==> config.mk <==
export PLATFORM = sky130hd
export DESIGN_NAME = div_ctrl_flat
export DESIGN_NICKNAME = d
export VERILOG_FILES = /design/src/rtl/div_ctrl_pkg.sv /design/src/rtl/div_ctrl_if.sv /design/src/rtl/div_step.sv /design/src/rtl/div_ctrl.sv /design/src/flat_wrapper.sv
export SDC_FILE = /design/constraint.sdc
export NUM_CORES = 1
export LEC_CHECK = 0
export ABC_AREA = 1
export CAP_MARGIN = 20
export CORE_MARGIN = 2
export CORE_UTILIZATION = 40
export DETAILED_ROUTE_END_ITERATION = 10
export REMOVE_ABC_BUFFERS = 1
export SLEW_MARGIN = 20
export SYNTH_ARGS = -nofsm -noshare
export SYNTH_HDL_FRONTEND = slang
export SYNTH_HIERARCHICAL = 1
export SYNTH_SLANG_ARGS = --single-unit
==> constraint.sdc <==
create_clock -name clk -period 2.9 [get_ports clk]
set_clock_uncertainty 0.05 [all_clocks]
set_input_delay 0.435 -clock clk [delete_from_list [all_inputs] [get_ports clk]]
set_output_delay 0.435 -clock clk [all_outputs]
set_load 0.03 [all_outputs]
==> src/rtl/div_ctrl_pkg.sv <==
// Shared definitions for the EX-stage divide controller:
// ALU control codes and the FSM state encoding.
package div_ctrl_pkg;

  localparam logic [7:0] EXE_NOP_OP  = 8'b0000_0000;
  localparam logic [7:0] EXE_DIV_OP  = 8'b0001_1010;
  localparam logic [7:0] EXE_DIVU_OP = 8'b0001_1011;

  typedef enum logic [1:0] {
    DIV_IDLE   = 2'b00,
    DIV_BYZERO = 2'b01,
    DIV_BUSY   = 2'b10,
    DIV_DONE   = 2'b11
  } div_state_e;

  function automatic logic is_div_op(input logic [7:0] code);
    return (code == EXE_DIV_OP) || (code == EXE_DIVU_OP);
  endfunction

endpackage

==> src/rtl/div_ctrl_if.sv <==
// EX-stage <-> divide controller bundle: request side from the pipeline,
// stall/result side back from the divider.
interface div_ctrl_if #(
    parameter int WIDTH = 32
);
    logic [7:0]       alucontrol;
    logic [WIDTH-1:0] opdata1;
    logic [WIDTH-1:0] opdata2;
    logic             annul;
    logic             stall_req;
    logic             ready;
    logic [WIDTH-1:0] hi;
    logic [WIDTH-1:0] lo;

    modport master (
        output alucontrol, opdata1, opdata2, annul,
        input  stall_req, ready, hi, lo
    );

    modport slave (
        input  alucontrol, opdata1, opdata2, annul,
        output stall_req, ready, hi, lo
    );
endinterface

==> src/rtl/div_step.sv <==
// One restoring-division iteration on a {remainder, dividend} pair.
// pair_o leaves the quotient slot (bit 0) clear; the caller inserts q_bit_o.
module div_step #(
    parameter int WIDTH = 32
) (
    input  logic [2*WIDTH-1:0] pair_i,
    input  logic [WIDTH-1:0]   divisor_i,
    output logic [2*WIDTH-1:0] pair_o,
    output logic               q_bit_o
);
    logic [WIDTH:0] shifted_rem;
    logic [WIDTH:0] trial;

    // The shifted remainder needs WIDTH+1 bits: it can reach 2*divisor-1.
    assign shifted_rem = pair_i[2*WIDTH-1:WIDTH-1];
    assign trial       = shifted_rem - {1'b0, divisor_i};
    assign q_bit_o     = ~trial[WIDTH];
    assign pair_o      = {(q_bit_o ? trial[WIDTH-1:0] : shifted_rem[WIDTH-1:0]),
                          pair_i[WIDTH-2:0], 1'b0};
endmodule

==> src/rtl/div_ctrl.sv <==
// Multi-cycle signed/unsigned divide controller for the EX stage: stalls the
// pipeline for WIDTH restoring steps and presents {hi, lo} for one cycle.
module div_ctrl
    import div_ctrl_pkg::*;
#(
    parameter int WIDTH = 32
) (
    input logic     clk,
    input logic     resetn,
    div_ctrl_if.slave bus
);
    localparam int CNT_W = $clog2(WIDTH);

    div_state_e         state_q, state_d;
    logic [CNT_W-1:0]   cnt_q, cnt_d;
    logic               sgn_q, sgn_d;
    logic               neg_quo_q, neg_quo_d;
    logic               neg_rem_q, neg_rem_d;
    logic [2*WIDTH-1:0] pair_q, pair_d;
    logic [WIDTH-1:0]   divisor_q, divisor_d;
    logic [WIDTH-1:0]   hi_q, hi_d;
    logic [WIDTH-1:0]   lo_q, lo_d;

    logic               is_div;
    logic               start_sgn;
    logic [WIDTH-1:0]   mag1, mag2;
    logic [2*WIDTH-1:0] step_pair, step_next;
    logic               step_q;
    logic [WIDTH-1:0]   quo_fix, rem_fix;

    assign is_div    = is_div_op(bus.alucontrol);
    assign start_sgn = (bus.alucontrol == EXE_DIV_OP);
    // Negating 0x80000000 yields 0x80000000, which is the correct unsigned magnitude.
    assign mag1 = (start_sgn && bus.opdata1[WIDTH-1]) ? -bus.opdata1 : bus.opdata1;
    assign mag2 = (start_sgn && bus.opdata2[WIDTH-1]) ? -bus.opdata2 : bus.opdata2;

    div_step #(.WIDTH(WIDTH)) u_step (
        .pair_i    (pair_q),
        .divisor_i (divisor_q),
        .pair_o    (step_pair),
        .q_bit_o   (step_q)
    );

    assign step_next = step_pair | {{(2*WIDTH-1){1'b0}}, step_q};
    assign quo_fix   = (sgn_q && neg_quo_q) ? -step_next[WIDTH-1:0] : step_next[WIDTH-1:0];
    assign rem_fix   = (sgn_q && neg_rem_q) ? -step_next[2*WIDTH-1:WIDTH]
                                            :  step_next[2*WIDTH-1:WIDTH];

    always_comb begin
        // NOTE: every _d starts as its _q so no path through the case infers a latch.
        state_d   = state_q;
        cnt_d     = cnt_q;
        sgn_d     = sgn_q;
        neg_quo_d = neg_quo_q;
        neg_rem_d = neg_rem_q;
        pair_d    = pair_q;
        divisor_d = divisor_q;
        hi_d      = hi_q;
        lo_d      = lo_q;
        case (state_q)
            DIV_IDLE: begin
                if (is_div && !bus.annul) begin
                    if (bus.opdata2 == '0) begin
                        state_d = DIV_BYZERO;
                    end else begin
                        state_d   = DIV_BUSY;
                        sgn_d     = start_sgn;
                        neg_quo_d = bus.opdata1[WIDTH-1] ^ bus.opdata2[WIDTH-1];
                        neg_rem_d = bus.opdata1[WIDTH-1];
                        pair_d    = {{WIDTH{1'b0}}, mag1};
                        divisor_d = mag2;
                        cnt_d     = '0;
                    end
                end
            end
            DIV_BUSY: begin
                if (bus.annul) begin
                    state_d = DIV_IDLE;
                end else begin
                    pair_d = step_next;
                    cnt_d  = cnt_q + CNT_W'(1);
                    if (cnt_q == CNT_W'(WIDTH - 1)) begin
                        state_d = DIV_DONE;
                        hi_d    = rem_fix;
                        lo_d    = quo_fix;
                    end
                end
            end
            DIV_BYZERO: begin
                if (bus.annul) begin
                    state_d = DIV_IDLE;
                end else begin
                    state_d = DIV_DONE;
                    hi_d    = '0;
                    lo_d    = '0;
                end
            end
            default: state_d = DIV_IDLE;
        endcase
    end

    // NOTE: state uses non-blocking assignments; every register, datapath included, is reset.
    always_ff @(posedge clk or negedge resetn) begin
        if (!resetn) begin
            state_q   <= DIV_IDLE;
            cnt_q     <= '0;
            sgn_q     <= 1'b0;
            neg_quo_q <= 1'b0;
            neg_rem_q <= 1'b0;
            pair_q    <= '0;
            divisor_q <= '0;
            hi_q      <= '0;
            lo_q      <= '0;
        end else begin
            state_q   <= state_d;
            cnt_q     <= cnt_d;
            sgn_q     <= sgn_d;
            neg_quo_q <= neg_quo_d;
            neg_rem_q <= neg_rem_d;
            pair_q    <= pair_d;
            divisor_q <= divisor_d;
            hi_q      <= hi_d;
            lo_q      <= lo_d;
        end
    end

    assign bus.stall_req = is_div && (state_q != DIV_DONE) && !bus.annul;
    assign bus.ready     = (state_q == DIV_DONE);
    assign bus.hi        = hi_q;
    assign bus.lo        = lo_q;
endmodule

==> src/flat_wrapper.sv <==
// flat-port wrapper written by rule: the top's interface ports become plain ports
module div_ctrl_flat import div_ctrl_pkg::*;
#(
    parameter int WIDTH = 32
)
  (clk, resetn, bus_alucontrol, bus_opdata1, bus_opdata2, bus_annul, bus_stall_req, bus_ready, bus_hi, bus_lo);
  div_ctrl_if #(.WIDTH(WIDTH)) bus_i ();
  input logic clk;
  input logic resetn;
  input wire logic [$bits(bus_i.alucontrol)-1:0] bus_alucontrol;
  input wire logic [$bits(bus_i.opdata1)-1:0] bus_opdata1;
  input wire logic [$bits(bus_i.opdata2)-1:0] bus_opdata2;
  input wire logic [$bits(bus_i.annul)-1:0] bus_annul;
  output wire logic [$bits(bus_i.stall_req)-1:0] bus_stall_req;
  output wire logic [$bits(bus_i.ready)-1:0] bus_ready;
  output wire logic [$bits(bus_i.hi)-1:0] bus_hi;
  output wire logic [$bits(bus_i.lo)-1:0] bus_lo;
  assign bus_i.alucontrol = bus_alucontrol;
  assign bus_i.opdata1 = bus_opdata1;
  assign bus_i.opdata2 = bus_opdata2;
  assign bus_i.annul = bus_annul;
  assign bus_stall_req = bus_i.stall_req;
  assign bus_ready = bus_i.ready;
  assign bus_hi = bus_i.hi;
  assign bus_lo = bus_i.lo;
  div_ctrl #(.WIDTH(WIDTH)) u_core (.clk(clk), .resetn(resetn), .bus(bus_i));
endmodule
# After elaboration in Yosys (flattened, before gate mapping)
# Cells that the tools add are included.
# totals
reg_bits	170
in_bits	75
output_inout_bits	66
# classes
addsub	6
n_eq_ne	13
mux	26
bitwise_logic	4
reduce_logical	17
# ops
operator	count
32-bit 2-to-1 mux	10
64-bit 2-to-1 mux	3
32-bit negator	4
32-bit one-hot mux with 2 select lines	2
64-bit one-hot mux with 2 select lines	1
64-bit by 1-bit bitwise OR with 64-bit output	1
33-bit by 32-bit subtractor with 33-bit output	1
32-bit logical NOT	1
8-bit by 5-bit equality test with 1-bit output (second input constant)	2
5-bit 2-to-1 mux	3
2-bit 2-to-1 mux	5
5-bit one-hot mux with 2 select lines	1
2-bit != test (second input constant)	4
4-bit AND reduction	2
1-bit logical AND	7
2-bit one-hot mux with 3 select lines	1
5-bit by 1-bit adder with 5-bit output (second input constant)	1
5-bit equality test (second input constant)	1
2-bit equality test (second input constant)	2
2-bit by 1-bit != test with 1-bit output (second input constant)	2
2-bit nonzero test	2
3-bit by 2-bit != test with 1-bit output (second input constant)	1
3-bit AND reduction	1
2-bit by 1-bit equality test with 1-bit output (second input constant)	1
other kinds (6)	7

# Logic depth before layout (Yosys ltp)
# logic_depth
ltp_word	8
ltp_mapped	28
depth_no_buf	27

# By module
# Netlist, hierarchy kept.
# by_module_without_submodules
module	n_inst	cells_each	area_each_um2	seq_area_each_um2
div_ctrl	1	1608	10691.5	4254.1
div_step	1	713	3394.5	0.0

# Least setup slack after synthesis
# OpenSTA, ideal clock, no wires.
# synth_timing
path_type	reg2reg
startpoint	reg u_core.pair_q[31]
endpoint	reg u_core.hi_q[24], in the netlist u_core/bus.hi[24]
setup_time_ns	0.083
t_arrival_ns	3.077
required_time_ns	2.767
path_slack_ns	-0.309
path_stages_with_launch	27
n_path_buf	1
synth_period_minus_slack_ns	3.209
cell_sequence	dfrtp_1 > inv_1 > ha_1 > fa_1 > inv_1 > nand2_1 > nand2_1 > nand3_1 > nand2_2 > nand2_1 > nand2_2 > nand2_2 > nand3_1 > nand2_4 > buf_4 > nand2_1 > nand2_1 > inv_1 > ha_1 > nand4_1 > nand2_1 > nand3_2 > nor2_4 > nand2_1 > nand2_1 > nand2_1 > o21ai_0
# synth_via
elab_chain_cells	8
# synth_lines
element	line	rtl
start, declared	div_ctrl.sv:19	logic [2*WIDTH-1:0] pair_q, pair_d;
start signal, assigned	div_ctrl.sv:120	pair_q <= pair_d;
33-bit by 32-bit subtractor with 33-bit output	div_step.sv:16	assign trial = shifted_rem - {1'b0, divisor_i};
32-bit 2-to-1 mux	div_step.sv:18	assign pair_o = {(q_bit_o ? trial[WIDTH-1:0] : shifted_rem[WIDTH-1:0]),
net u_core.step_pair[33]	div_ctrl.sv:27	logic [2*WIDTH-1:0] step_pair, step_next;
64-bit by 1-bit bitwise OR with 64-bit output	div_ctrl.sv:44	assign step_next = step_pair | {{(2*WIDTH-1){1'b0}}, step_q};
32-bit negator	div_ctrl.sv:46	assign rem_fix = (sgn_q && neg_rem_q) ? -step_next[2*WIDTH-1:WIDTH]
32-bit 2-to-1 mux	div_ctrl.sv:46	
32-bit 2-to-1 mux	div_ctrl.sv:82	if (cnt_q == CNT_W'(WIDTH - 1)) begin
32-bit 2-to-1 mux	div_ctrl.sv:77	if (bus.annul) begin
32-bit one-hot mux with 2 select lines	div_ctrl.sv:60	case (state_q)
end signal, assigned	div_ctrl.sv:122	hi_q <= hi_d;
end, declared	div_ctrl.sv:21	logic [WIDTH-1:0] hi_q, hi_d;
# The timed path passes the listed nets, and every way through them passes these cells. The select of a mux whose other input is x is not followed.
# A chain may end at the register's enable or synchronous reset.

# Worst setup path after layout
# layout_timing
startpoint	reg u_core.pair_q[31]
endpoint	reg u_core.hi_q[19], in the netlist u_core/bus.hi[19]
# The elaborated chain is that of the path after synthesis.

==> results.py <==
metrics = {
    "worst_setup_path": {
        "cpPeakStageDelay_ps": 400,
        "worstPathRequired_ps": 3190,
        "critPathSlowestCell": "fa_2",
        "crit_path_max_fanout": 7,
        "critical_path.most_common_cell": "nand2_2",
        "path_delay_family": "simple AND/OR/NAND/NOR gates",
        "critical_path_buf_inv_count": 4,
        "worstPathArrival_ps": 3550,
        "worstSetupStartpointType": "flop",
        "critical_path_class": "reg -> reg",
        "worst_setup_path_end_kind": "flop",
    },
    "timing": {
        "min_period_ps": 3260,
        "relSlewSlack_pct": 47.3,
        "finalCritPeriodShare_pct": 112,
        "worstMarginPinSlew_ps": 790,
        "maxSlewViolCount": 0,
        "hold_violations": 0,
        "setup_slack_ps": -357,
        "rsz0062_at_grt": "yes",
        "max_freq_mhz": 307,
        "setup-violations-final": 56,
    },
    "finish": {
        "area_growth_pct": 38.5,
        "final_nets": 2829,
        "final_core_util_pct": 56.3,
        "drive_gt1_share_pct": 21.0,
        "diodes": 0,
    },
    "die": {
        "io-pin-count": 141,
        "core_area_sq_mm": 0.0346,
        "fp-row-count": 68,
        "die_w_microns": 192,
        "die_y_microns": 192,
        "initial_core_util_pct": 40.7,
        "dieArea_sq_mm": 0.0367,
    },
    "status": {
        "violations": "negative setup slack",
        "outcome": "finished, violations left",
    },
    "global_routing": {
        "grt_max_degree": 70,
        "antenna_found_initial": 0,
        "track_usage_pct": 27.5,
        "first_global_vias": 15300,
        "grt.overflow.total": 0,
        "grt_pass1_wl_microns": 79300,
    },
    "place": {
        "port_buffers": 140,
        "gp_congestion": 0.973,
        "post-dp-hpwl_microns": 38500,
    },
    "logic_synthesis": {
        "synth-xor-area-share_pct": 2.67,
        "synth_top_family_by_area": "simple AND/OR/NAND/NOR gates",
        "yosys.area_share.adder_pct": 3.78,
        "postSynth.asyncResetShare_pct": 100,
        "yosysTopAreaCellShare_pct": 30.2,
        "yosysWarnings": 6,
        "synth_top_cell_by_area": "dfrtp_1",
        "syn_area_per_cell_sq_um": 6.07,
        "synth_edf_count": 0,
        "synth_area_leaders": "dfrtp_1 (30%), nand2_1 (25%), inv_1 (8.0%), nand3_1 (5.9%), nor2_1 (5.4%)",
        "syn_area_sq_mm": 0.0141,
        "yosys-mux-area-fraction_pct": 0,
        "synth_simple_gate_area_share_pct": 40.8,
        "synthCells": 2321,
        "synth_compound_area_share_pct": 10.1,
        "yosysSeqAreaShare_pct": 30.2,
        "synth_cell_types": 41,
        "ys_seq_elements": 170,
        "synthFlopType": "dfrtp_1",
    },
    "clocking": {
        "cts_tree": "done",
        "path_clk_slew_ps": 80,
        "h-tree-depth": 4,
        "cts_root_buffer": "clkbuf_16",
        "cts_sinks": 170,
        "clk_latency_ps": 460,
        "clk_path_buf_depth": 2,
        "cts-buffers-inserted": 17,
    },
    "detailed_routing": {
        "firstDrtPassIters": 6,
        "via_count": 16000,
        "drt-initial-drc-count": 1118,
        "wl_per_cell_microns": 15.8,
        "postRouteAntennaNets": 0,
        "wirelength_microns": 50200,
        "detail_route.vias_per_cell": 5.03,
        "drc": 0,
    },
    "run": {
        "cap_violations": 0,
    },
    "min_path": {
        "worstHoldPathType": "in -> async",
    },
}
-- area by class of cell --
type,instances,area [sq um]
fill,3366,15100
clock buffer,20,447
multi-input combinational,1752,8950
timing repair buffer,461,4000
clock inverter,11,115
sequential,170,4260
tap,455,569
inverter,310,1170
-- synthesized netlist by cell type, types with 7 or more instances --
| master | instances |
|---|---|
| o21ai_1 | 18 |
| nand2_1 | 930 |
| buf_6 | 7 |
| clkbuf_1 | 17 |
| a21oi_1 | 75 |
| o211ai_1 | 8 |
| inv_1 | 301 |
| inv_2 | 8 |
| ha_1 | 41 |
| buf_2 | 22 |
| nor2_1 | 202 |
| nand4_1 | 34 |
| o21ai_0 | 139 |
| o21ai_2 | 8 |
| buf_4 | 41 |
| nand3_1 | 166 |
| nand2_2 | 9 |
| dfrtp_1 | 170 |
| nor3_1 | 20 |
| o21bai_1 | 8 |
| xor2_1 | 39 |
-- worst paths after layout --
check                                    end  cells after the start  slack (ps)               from
min in group clk           u_core/bus.hi[22]                      2         420  u_core/bus.hi[22]
hold reg to reg            u_core/bus.hi[22]                      2         420  u_core/bus.hi[22]
setup / recovery           u_core/bus.hi[19]                     25        -360  u_core/pair_q[31]
max in group asynchronous  u_core/bus.lo[18]                      3        1610             resetn
hold / removal             u_core/pair_q[63]                      2         420             resetn
setup reg to reg           u_core/bus.hi[19]                     25        -360  u_core/pair_q[31]
-- layer usage --
layer | vias to the layer above | global-route usage, % | routed length, microns
met5 | - | 0 | 0
met4 | 0 | 10.1 | 1680
met3 | 77 | 3.01 | 2250
met2 | 434 | 46.5 | 23700
met1 | 7458 | 36.2 | 22600
li1 | 8015 | - | -
-- worst reg2reg max path: stages (launching register included) --
cell	delay, ps
dfrtp_1	350
inv_1	50
ha_2	200
fa_2	400
inv_2	70
nand2_2	50
nand2_2	70
nand3_2	60
nand2_2	70
nand2_2	50
nand2_2	110
nand2_4	90
nand3_4	120
nand2_8	100
buf_12	150
nand2_1	100
nand2_4	100
nor2_4	130
nand2_1	90
nor2_2	140
nand2_2	110
buf_4	150
nand2_2	90
o211ai_1	110
nand3_1	110
nand2_1	60
-- registers in the layout (all words and copies together) (netlist names) --
| signal | count |
|---|---|
| u_core/bus.hi | 32 |
| u_core/divisor_q | 32 |
| u_core/sgn_q | 1 |
| u_core/neg_quo_q | 1 |
| u_core/state_q | 2 |
| u_core/cnt_q | 5 |
| u_core/bus.lo | 32 |
| u_core/pair_q | 64 |
| u_core/neg_rem_q | 1 |
-- cell families after synthesis --
family | count (synthesis)
buf+inv | 401
xor+xnor | 43
fa+ha+maj | 42
other cells | 1
compound gates | 264
simple gates | 1400
flops | 170
-- stage by stage --
stage / setup TNS, ps / setup slack, ps / std cells / hold WS (ps) / cell area, sq um
2_1_floorplan: -79540 / -907 / 2230 / 89.4 / 13500
3_3_place_gp: -16470 / -452 / 3115 / 351 / 17800
3_5_place_dp: -20570 / -507 / 3115 / 351 / 17800
4_1_cts: -4890 / -277 / 3159 / 432 / 19000
5_1_grt: -24530 / -605 / 3179 / 451 / 19500
6_report: -10790 / -357 / 3179 / 420 / 19500
-- what timing repair did --
item                       4_1_cts  5_1_grt
hold buffers                     1        0
buffers inserted                11       14
setup endpoints to repair       60       79
cloned                           1        6
pin swaps                       33       47
resized for setup              156      110
hold endpoints to repair        40        0
-- layout by cell type, fill, tap and decap left out, drive strengths merged, types with 24 or more instances in the layout --
cell | Yosys | final
xor2 | 39 | 39
nand2 | 942 | 944
nand4 | 34 | 34
buf | 74 | 317
dfrtp | 170 | 170
o21ai | 165 | 165
inv | 310 | 313
ha | 41 | 41
clkdlybuf4s50 | 0 | 139
nor2 | 212 | 212
nand3 | 169 | 169
a21oi | 77 | 77
clkbuf | 17 | 24
Power is not shown: default switching activity piles up to over one toggle a cycle in this logic, so the estimate is an artifact.
